[src/rtl/serpent_lt_pipe.sv]
// Serpent linear transform, forward or inverse per block, with valid/ready flow control.
// Define SERPENT_LT_BYPASS_EN to add i_bypass, which passes blocks through unchanged.
module serpent_lt_pipe #(
    parameter int PIPE_STAGES = 2
) (
    input  logic        i_clk,
    input  logic        i_rst_n,
    input  logic        i_valid,
    output logic        o_ready,
    input  logic        i_inv,
`ifdef SERPENT_LT_BYPASS_EN
    input  logic        i_bypass,
`endif
    input  logic [31:0] i_word_0,
    input  logic [31:0] i_word_1,
    input  logic [31:0] i_word_2,
    input  logic [31:0] i_word_3,
    output logic        o_valid,
    input  logic        i_ready,
    output logic        o_inv,
    output logic [31:0] o_word_0,
    output logic [31:0] o_word_1,
    output logic [31:0] o_word_2,
    output logic [31:0] o_word_3,
    output logic        o_busy
);

    typedef logic [3:0][31:0] blk_t;

    function automatic logic [31:0] rol(input logic [31:0] x, input int unsigned n);
        return (x << n) | (x >> (32 - n));
    endfunction

    function automatic logic [31:0] ror(input logic [31:0] x, input int unsigned n);
        return (x >> n) | (x << (32 - n));
    endfunction

    // Forward transform split after the ROL1/ROL7 step.
    function automatic blk_t fwd_a(input blk_t x);
        logic [31:0] a, b, c, d;
        a = rol(x[0], 13);
        c = rol(x[2], 3);
        b = rol(x[1] ^ a ^ c, 1);
        d = rol(x[3] ^ c ^ (a << 3), 7);
        return {d, c, b, a};
    endfunction

    function automatic blk_t fwd_b(input blk_t x);
        logic [31:0] a, c;
        a = rol(x[0] ^ x[1] ^ x[3], 5);
        c = rol(x[2] ^ x[3] ^ (x[1] << 7), 22);
        return {x[3], c, x[1], a};
    endfunction

    // Inverse transform split after the ROR7/ROR1 step.
    function automatic blk_t inv_a(input blk_t x);
        logic [31:0] a, b, c, d;
        c = ror(x[2], 22) ^ x[3] ^ (x[1] << 7);
        a = ror(x[0], 5) ^ x[1] ^ x[3];
        d = ror(x[3], 7);
        b = ror(x[1], 1);
        return {d, c, b, a};
    endfunction

    function automatic blk_t inv_b(input blk_t x);
        logic [31:0] a, b, c, d;
        d = x[3] ^ x[2] ^ (x[0] << 3);
        b = x[1] ^ x[0] ^ x[2];
        c = ror(x[2], 3);
        a = ror(x[0], 13);
        return {d, c, b, a};
    endfunction

    function automatic blk_t half1(input blk_t x, input logic inv, input logic byp);
        if (byp) return x;
        return inv ? inv_a(x) : fwd_a(x);
    endfunction

    function automatic blk_t half2(input blk_t x, input logic inv, input logic byp);
        if (byp) return x;
        return inv ? inv_b(x) : fwd_b(x);
    endfunction

    blk_t din;
    blk_t dout;
    logic byp_in;

    assign din = {i_word_3, i_word_2, i_word_1, i_word_0};
`ifdef SERPENT_LT_BYPASS_EN
    assign byp_in = i_bypass;
`else
    assign byp_in = 1'b0;
`endif

    assign o_word_0 = dout[0];
    assign o_word_1 = dout[1];
    assign o_word_2 = dout[2];
    assign o_word_3 = dout[3];

    if (PIPE_STAGES == 2) begin : g_two
        logic v1, inv1, byp1, v2, inv2;
        blk_t d1, d2;
        logic rdy1, rdy2;

        assign rdy2 = !v2 | i_ready;
        assign rdy1 = !v1 | rdy2;

        always_ff @(posedge i_clk or negedge i_rst_n) begin
            if (!i_rst_n) begin
                v1   <= 1'b0;
                inv1 <= 1'b0;
                byp1 <= 1'b0;
                d1   <= '0;
                v2   <= 1'b0;
                inv2 <= 1'b0;
                d2   <= '0;
            end else begin
                if (rdy1) begin
                    v1 <= i_valid;
                    if (i_valid) begin
                        d1   <= half1(din, i_inv, byp_in);
                        inv1 <= i_inv;
                        byp1 <= byp_in;
                    end
                end
                // Stage 2 fills its bubble regardless of i_ready.
                if (rdy2) begin
                    v2 <= v1;
                    if (v1) begin
                        d2   <= half2(d1, inv1, byp1);
                        inv2 <= inv1;
                    end
                end
            end
        end

        assign o_ready = rdy1;
        assign o_valid = v2;
        assign o_inv   = inv2;
        assign o_busy  = v1 | v2;
        assign dout    = d2;
    end else if (PIPE_STAGES == 1) begin : g_one
        logic v, inv;
        blk_t d;
        logic rdy;

        assign rdy = !v | i_ready;

        always_ff @(posedge i_clk or negedge i_rst_n) begin
            if (!i_rst_n) begin
                v   <= 1'b0;
                inv <= 1'b0;
                d   <= '0;
            end else if (rdy) begin
                v <= i_valid;
                if (i_valid) begin
                    d   <= half2(half1(din, i_inv, byp_in), i_inv, byp_in);
                    inv <= i_inv;
                end
            end
        end

        assign o_ready = rdy;
        assign o_valid = v;
        assign o_inv   = inv;
        assign o_busy  = v;
        assign dout    = d;
    end else begin : g_bad
        $error("serpent_lt_pipe: PIPE_STAGES must be 1 or 2");
    end

endmodule

[config.mk]
export PLATFORM = sky130hd
export DESIGN_NAME = serpent_lt_pipe
export DESIGN_NICKNAME = d
export VERILOG_FILES = /design/src/rtl/serpent_lt_pipe.sv
export SDC_FILE = /design/constraint.sdc
export NUM_CORES = 1
export LEC_CHECK = 0
export ABC_AREA = 1
export CAP_MARGIN = 20
export CORE_MARGIN = 4
export CORE_UTILIZATION = 30
export DETAILED_ROUTE_END_ITERATION = 8
export DONT_BUFFER_PORTS = 1
export PLACE_DENSITY = 0.53
export SLEW_MARGIN = 20
export SYNTH_ARGS = -nofsm -noshare
export SYNTH_HDL_FRONTEND = slang
export SYNTH_SLANG_ARGS = --single-unit
[constraint.sdc]
create_clock -name i_clk -period 1.1 [get_ports i_clk]
set_input_delay 0.165 -clock i_clk [delete_from_list [all_inputs] [get_ports i_clk]]
set_output_delay 0.165 -clock i_clk [all_outputs]
set_load 0.02 [all_outputs]
Word level (Yosys, flattened, before mapping)

Cells that the tools add are included.

Reductions and logical operators: 4
Muxes and demuxes: 8
Bitwise gates (word level): 29

Operators by type and width:

| cell                 | count |
|---|---|
| 2-to-1 mux 128 bit   | 4 |
| bitwise XOR 32 bit   | 14 |
| OR 10 x 32 -> 32 bit | 1 |
| OR 19 x 32 -> 32 bit | 1 |
| OR 25 x 32 -> 32 bit | 1 |
| OR 27 x 32 -> 32 bit | 1 |
| OR 29 x 32 -> 32 bit | 1 |
| OR 31 x 32 -> 32 bit | 1 |
| OR 32 x 1 -> 32 bit  | 1 |
| OR 32 x 13 -> 32 bit | 1 |
| OR 32 x 22 -> 32 bit | 1 |
| OR 32 x 3 -> 32 bit  | 1 |
| OR 32 x 5 -> 32 bit  | 1 |
| OR 32 x 7 -> 32 bit  | 1 |
| 2-to-1 mux 1 bit     | 4 |
| AND reduction 2 bit  | 2 |
| OR 1 bit             | 3 |
| logical NOT 1 bit    | 2 |

Output and inout bits: 132
Bits of input ports: 133
Logic and storage cells: 53
Bits in registers: 260

Logic depth before layout (Yosys ltp)

Gate-level depths: netlist of the first run.

Word-level depth: 6
Mapped depth: 8
Depth with buffers taken out: 7

Worst setup path before layout of the first run

Ideal clock, no wire load.

Path type: register to register
From: register g_two.v2 (netlist: o_valid)
To: register g_two.d1[74] (netlist bit)
Slack: -0.324 ns
Stages on the path, launching flop included: 8
Clock period less this slack: 1.424 ns
Arrival: 1.307 ns
Path buffers: 2
Data required time: 0.984 ns
Library setup time: 0.116 ns
Cells stage by stage: dfrtp_1 nand3_2 nand2_4 buf_6 buf_2 a21oi_1 nand2_1 nand2_1

Cells in the longest elaborated chain, start to end: 4

RTL lines:

| what                                 | line | source |
|---|---|---|
| from (decl)                          | 101  | `logic v1, inv1, byp1, v2, inv2;` |
| from (signal assigned)               | 128  | `v2 <= v1;` |
| logical NOT 1 bit                    | 105  | `assign rdy2 = !v2 \| i_ready;` |
| OR 1 bit                             | 105  |  |
| OR 1 bit                             | 106  | `assign rdy1 = !v1 \| rdy2;` |
| named net o_ready                    | 9    | `output logic o_ready,` |
| AND reduction 2 bit (no source line) | -    |  |
| to (signal assigned)                 | 121  | `d1 <= half1(din, i_inv, byp_in);` |
| to (decl)                            | 102  | `blk_t d1, d2;` |

The timed path passes the listed nets, and every way through them passes these cells.
A chain may end at the register's enable or synchronous reset.

Worst setup path after layout of the first run

From: register g_two.v2 (netlist: o_valid)
To: output o_ready

Cells in the longest elaborated chain, start to end: 3

RTL lines:

| what              | line |
|---|---|
| logical NOT 1 bit | 105 |
| OR 1 bit          | 105 |
| OR 1 bit          | 106 |
| to (decl)         | 9 |

Every way passes these cells.

==> impl_metrics.yaml, run 1 <==
sta:
  hold-worst-slack_ps: -683
  fin_crit_ps: 1560
  period_share: 1.41
  tns_ps: -104140
  hold_viol_final: 299
  slew_violations: 0
  rsz0062_at_grt: "yes"
  clock_skew_ps: 21.2
  setup_violations: 392
  slew_headroom: 0.606
  layout_setup_ws_ps: -455
  fmax_mhz: 643
  worst_slew_pin_slew_ps: 591
die:
  die_x_um: 252
  row_count: 89
  die-area_um2: 63300
  die_y_um: 252
  io_pins: 265
  core_um2: 58900
  initial_core_util: 0.302
yosys:
  synth.most_common_cell: "nand2_1"
  syn_avg_cell_area_um2: 6.09
  synth_edf_count: 0
  synth_common_cells: "nand2_1 (1,284), nand3_1 (455), inv_1 (298)"
  synth_top_cell_by_area: "dfrtp_1"
  yosysWarnings: 0
  synth-async-reset-ratio: 1.00
  synth_area_um2: 17800
  synth.area.top_cells: "dfrtp_1 (37%), nand2_1 (27%), nand3_1 (13%)"
  synth_top_cell_area_share: 0.365
  ys_seq_elements: 260
  synth_top_flop_cell: "dfrtp_1"
  synth_nets: 3057
  ys_types: 24
  yosysSeqAreaShare: 0.365
  netlist_instances: 2924
pwr:
  pwr-share-comb: 0.398
  p_int_w: 0.0277
  leakage_nw: 13.7
  power_w: 0.0481
  p_per_area_nw_per_um2: 1840
  vdd_ir_drop_max_v: 0.00122
  sequentialPowerShare: 0.360
  switchingPower_w: 0.0203
  p_sw_frac: 0.423
  clkPwrFrac: 0.242
routing:
  viasPerCell: 5.10
  routedWlPerCell_um: 21.3
  drt_iter0_markers: 2276
  route.detailed.drc: 0
  ant_nets: 0
  wirelength_um: 89300
  drt_pass1_iterations: 5
  vias: 21400
clocking:
  clk_pin_slew_ps: 50
  cts_buffer_depth: 3
  clock-root-buffer: "clkbuf_16"
  clk_latency_ps: 550
  cts.sinks: 260
  tritoncts: "built"
  htree_levels: 2
  cts_made_buffers: 34
final_layout:
  syn_to_final_growth_pct: 46.5
  finalInstanceArea_um2: 26100
  layout.cells.non_filler: 4200
  filler_cell_count: 6160
  final_layout_size_suffix_gt1_frac: 0.225
  fin_nets: 3533
worst_setup_path:
  worstSetupPathType: "flip-flop to output pin"
  path_max_fanout: 3
  worstPathArrival_ps: 1390
  cp.required_ps: 940
  cp-start-kind: "flip-flop"
  critPathCaptureType: "output pin"
run_status:
  status: "finished with violations"
  violations: "hold timing, setup timing"
flow_run:
  cap_violations: 0
global_route:
  grt_first_pass_wirelength_um: 127000
  overflow: 0
  grt_pass1_vias: 19400
  grt_max_degree: 261
  grt_usage: 0.266
  antenna_found_initial: 5
placed_design:
  port_buffers: 0
  numPlacedInstances: 3980
  dp_hpwl_um: 67900
  place.gp.congestion: 0.990
  dpl_cell_area_um2: 21700
hold_path:
  hold_path.class: "input pin to asynchronous set/reset pin"
final cells by class:
cell class | count | area (um2) | area share
Multi-Input combinational cell | 2254 | 10800 | 0.414
Sequential cell | 260 | 6510 | 0.250
Timing Repair Buffer | 548 | 5440 | 0.208
Inverter | 302 | 1190 | 0.0456
Clock buffer | 49 | 1050 | 0.0403
Tap cell | 773 | 967 | 0.0371
Clock inverter | 12 | 121 | 0.00465
Antenna cell | 2 | 5.00 | 0.000192
cell usage in the layout, fill, tap and decap left out, drive strengths merged, types with 16 or more instances in the layout:
cell / Yosys / final
buf: 83 / 417
o21ai: 58 / 58
dlygate4sd3: 0 / 117
a21oi: 222 / 222
nor2: 174 / 174
nand3: 456 / 456
nand4: 16 / 16
inv: 302 / 299
xor2: 16 / 16
nand2: 1286 / 1287
dfrtp: 260 / 260
clkbuf: 26 / 58
worst max-delay path, cell delays in order (launching register included):
cell and delay, ps:
dfrtp_2 410, buf_6 130, nand3_4 150, buf_6 160
sequential cells by signal, indices dropped and copies added, names as in the netlist:
name / flops
g_two.d1: 128
o_inv: 1
o_word_3: 32
o_valid: 1
o_word_1: 32
o_word_0: 32
g_two.inv1: 1
g_two.v1: 1
o_word_2: 32
repair_timing:
action | in CTS | in global routing
pin swaps | 25 | 60
hold buffers | 120 | 1
endpoints found under the setup margin | 391 | 392
gates resized for setup | 136 | 259
buffers inserted | 9 | 8
gates cloned | 9 | 12
hold endpoints to repair | 381 | 333
through the flow:
step | utilization | worst slack [ps]
after CTS | 0.422 | -440
after floorplan | - | -136
final | 0.443 | -455
after global routing | 0.443 | -501
after global placement | 0.369 | -362
after detailed placement | 0.369 | -388
routing by layer:
metal / track usage / up-vias / part of all wire
li1: - / 10300 / -
met1: 0.387 / 10000 / 0.44
met2: 0.387 / 964 / 0.42
met3: 0.0671 / 138 / 0.10
met4: 0.0812 / 6 / 0.035
met5: 0 / - / 0.00038
final timing paths:
check,from,to,slack [ps],depth (start not counted)
worst max-delay path,o_valid$_DFFE_PN0P_,o_ready,-460,3
worst min-delay path,i_rst_n,o_word_2[19]$_DFFE_PN0P_,-680,0
worst max register to register,o_valid$_DFFE_PN0P_,g_two.d1[35]$_DFFE_PN0P_,-450,9
worst min register to register,o_word_3[26]$_DFFE_PN0P_,o_word_3[26]$_DFFE_PN0P_,480,2
max in group asynchronous,i_rst_n,g_two.inv1$_DFFE_PN0P_,1240,0
min in group i_clk,i_inv,g_two.d1[122]$_DFFE_PN0P_,-160,3
power by group through the flow:
stage,Sequential [W],Combinational (W),Clock (W)
6_report,0.0173,0.0191,0.0116
2_1_floorplan,0.0166,0.00863,0
5_1_grt,0.0177,0.0208,0.0122
3_5_place_dp,0.0174,0.0164,0
3_3_place_gp,0.0173,0.0164,0
4_1_cts,0.0172,0.0178,0.0119
kinds of logic after synthesis:
kind of cell | Yosys count | share of synthesized area
simple gates | 1939 | 0.445
flops | 260 | 0.365
compound gates | 292 | 0.0838
buf+inv | 411 | 0.0949
xor+xnor | 22 | 0.0108
(Power assumes the default switching activity.)
==> run 2, diff against run 1 <==
--- a/config.mk
+++ b/config.mk
@@ -7,10 +7,10 @@
 export LEC_CHECK = 0
 export ABC_AREA = 1
 export CAP_MARGIN = 20
-export CORE_MARGIN = 4
 export CORE_UTILIZATION = 30
 export DETAILED_ROUTE_END_ITERATION = 8
 export DONT_BUFFER_PORTS = 1
+export GPL_TIMING_DRIVEN = 0
 export PLACE_DENSITY = 0.53
 export SLEW_MARGIN = 20
 export SYNTH_ARGS = -nofsm -noshare
==> impl_metrics.yaml, run 2 (synthesis results as in run 1) <==
run_status:
  status: "finished with violations"
  violations: "hold timing, setup timing"
die:
  core_um2: 58100
  die_x_um: 246
  initial_core_util: 0.306
  die_y_um: 246
  die-area_um2: 60300
  row_count: 88
  io_pins: 265
sta:
  slew_headroom: 0.358
  clock_skew_ps: 12.6
  hold-worst-slack_ps: -703
  period_share: 1.54
  setup_violations: 392
  slew_violations: 0
  rsz0062_at_grt: "yes"
  worst_slew_pin_slew_ps: 963
  layout_setup_ws_ps: -598
  fin_crit_ps: 1700
  hold_viol_final: 262
  fmax_mhz: 589
worst_setup_path:
  slowest_delay_ps: 520
  cp_common_cell: "buf_12"
  worstPathArrival_ps: 2140
  worstSetupPathType: "flip-flop to flip-flop"
  path_max_fanout: 7
  cp_top_family: "compound AO/OA/AOI/OAI gates"
  path_buf_inv: 3
  cp.required_ps: 1540
  r2r_start: "g_two.inv1$_DFFE_PN0P_"
  critPathCaptureType: "flip-flop"
  crit_slowest_cell: "o211ai_1"
  startpoint: "g_two.inv1$_DFFE_PN0P_"
  cp-start-kind: "flip-flop"
  crit_chain: "buf_8 -> buf_12 -> buf_12 -> nand2_2 -> o211ai_1 -> nand2_1"
global_route:
  grt_usage: 0.332
  grt_pass1_vias: 19800
  overflow: 0
  grt_max_degree: 261
  grt_first_pass_wirelength_um: 143000
  antenna_found_initial: 13
clocking:
  clk_latency_ps: 580
  cts_buffer_depth: 3
  cts_made_buffers: 27
  tritoncts: "built"
  clock-root-buffer: "clkbuf_16"
  cts.sinks: 260
  clk_pin_slew_ps: 70
  htree_levels: 1
final_layout:
  syn_to_final_growth_pct: 31.7
  finalInstanceArea_um2: 23500
  layout.cells.non_filler: 3921
  final_cell_mix: "nand2_1 (1,217), nand3_1 (421), inv_1 (283), dfrtp_1 (256), a21oi_1 (157)"
  fin_nets: 3260
  largest_register_ff_count: 128
  top_register: "g_two.d1"
  final_common_cell: "nand2_1"
  filler_cell_count: 6287
  final_layout_size_suffix_gt1_frac: 0.139
routing:
  ant_nets: 0
  drt_iter0_markers: 2816
  viasPerCell: 5.49
  wirelength_um: 103000
  route.detailed.drc: 0
  drt_pass1_iterations: 8
  routedWlPerCell_um: 26.3
  maxUsedRoutingLayer: "met5"
  dr_wl_met2_um: 42800
  vias: 21500
  route.met3.wl_um: 11200
  m1WireLength_um: 42200
pwr:
  p_per_area_nw_per_um2: 1870
  leakage_nw: 12.3
  vdd_ir_drop_max_v: 0.00137
placed_design:
  dp_hpwl_um: 78000
  port_buffers: 0
  place.gp.congestion: 1.04
  numPlacedInstances: 3689
  dpl_cell_area_um2: 19200
flow_run:
  cap_violations: 0
hold_path:
  hold_path.class: "input pin to asynchronous set/reset pin"
run 2: metal layers:
metal | global-route usage | vias to the layer above
met5 | 0 | -
met2 | 0.489 | 1415
met3 | 0.0659 | 308
li1 | - | 9691
met1 | 0.451 | 10100
met4 | 0.182 | 6
run 2: worst paths after layout:
kind                                             end  cells after the start  slack, ps
setup / recovery            o_word_3[14]$_DFFE_PN0P_                      6       -600
hold / removal              o_word_2[19]$_DFFE_PN0P_                      0       -700
setup reg to reg            o_word_3[14]$_DFFE_PN0P_                      6       -600
hold reg to reg            g_two.d1[117]$_DFFE_PN0P_                      2        540
max in group asynchronous   o_word_3[18]$_DFFE_PN0P_                      0       1210
min in group i_clk               o_valid$_DFFE_PN0P_                      3       -160
run 2: final cells by class:
cell class / count / area [um2] / share of cell area
multi-input cells: 2254 / 10700 / 0.455
flip-flops and latches: 260 / 6510 / 0.278
repair buffers: 175 / 1900 / 0.0811
plain buffers: 107 / 1290 / 0.0550
inverters: 302 / 1160 / 0.0495
well taps: 765 / 957 / 0.0408
clock buffers: 37 / 783 / 0.0334
clock inverters: 11 / 149 / 0.00635
diodes: 10 / 25.0 / 0.00107
run 2: worst register-to-register path: cells and delay by family (launching register included):
| family | cells | cell delay, ps |
|---|---|---|
| AOI/OAI and AO/OA | 1 | 520 |
| buffers and inverters | 3 | 430 |
| DFF | 1 | 460 |
| and+or+nand+nor | 2 | 150 |
run 2: timing repair:
action | in CTS | in global routing
hold buffers | 114 | 1
gates cloned | 3 | 5
setup endpoints to repair | 392 | 392
gates resized for setup | 295 | 153
pin swaps | 82 | 92
setup buffers | 40 | 18
hold endpoints to repair | 374 | 262
run 2: stage by stage:
stage / power, W / setup slack [ps] / hold slack [ps] / util / setup TNS [ps]
after floorplan: 0.0253 / -136 / -131 / - / -24680
after global placement: 0.0308 / -846 / -114 / 0.331 / -149120
after detailed placement: 0.0308 / -877 / -116 / 0.331 / -149880
after CTS: 0.0429 / -574 / -721 / 0.392 / -130730
after global routing: 0.0460 / -632 / -722 / 0.403 / -149920
final: 0.0439 / -598 / -703 / 0.403 / -134910
run 2: where the power goes:
| part | switching, W | internal [W] |
|---|---|---|
| logic | 0.0103 | 0.00572 |
| clock network | 0.00409 | 0.00568 |
| registers | 0.00579 | 0.0123 |
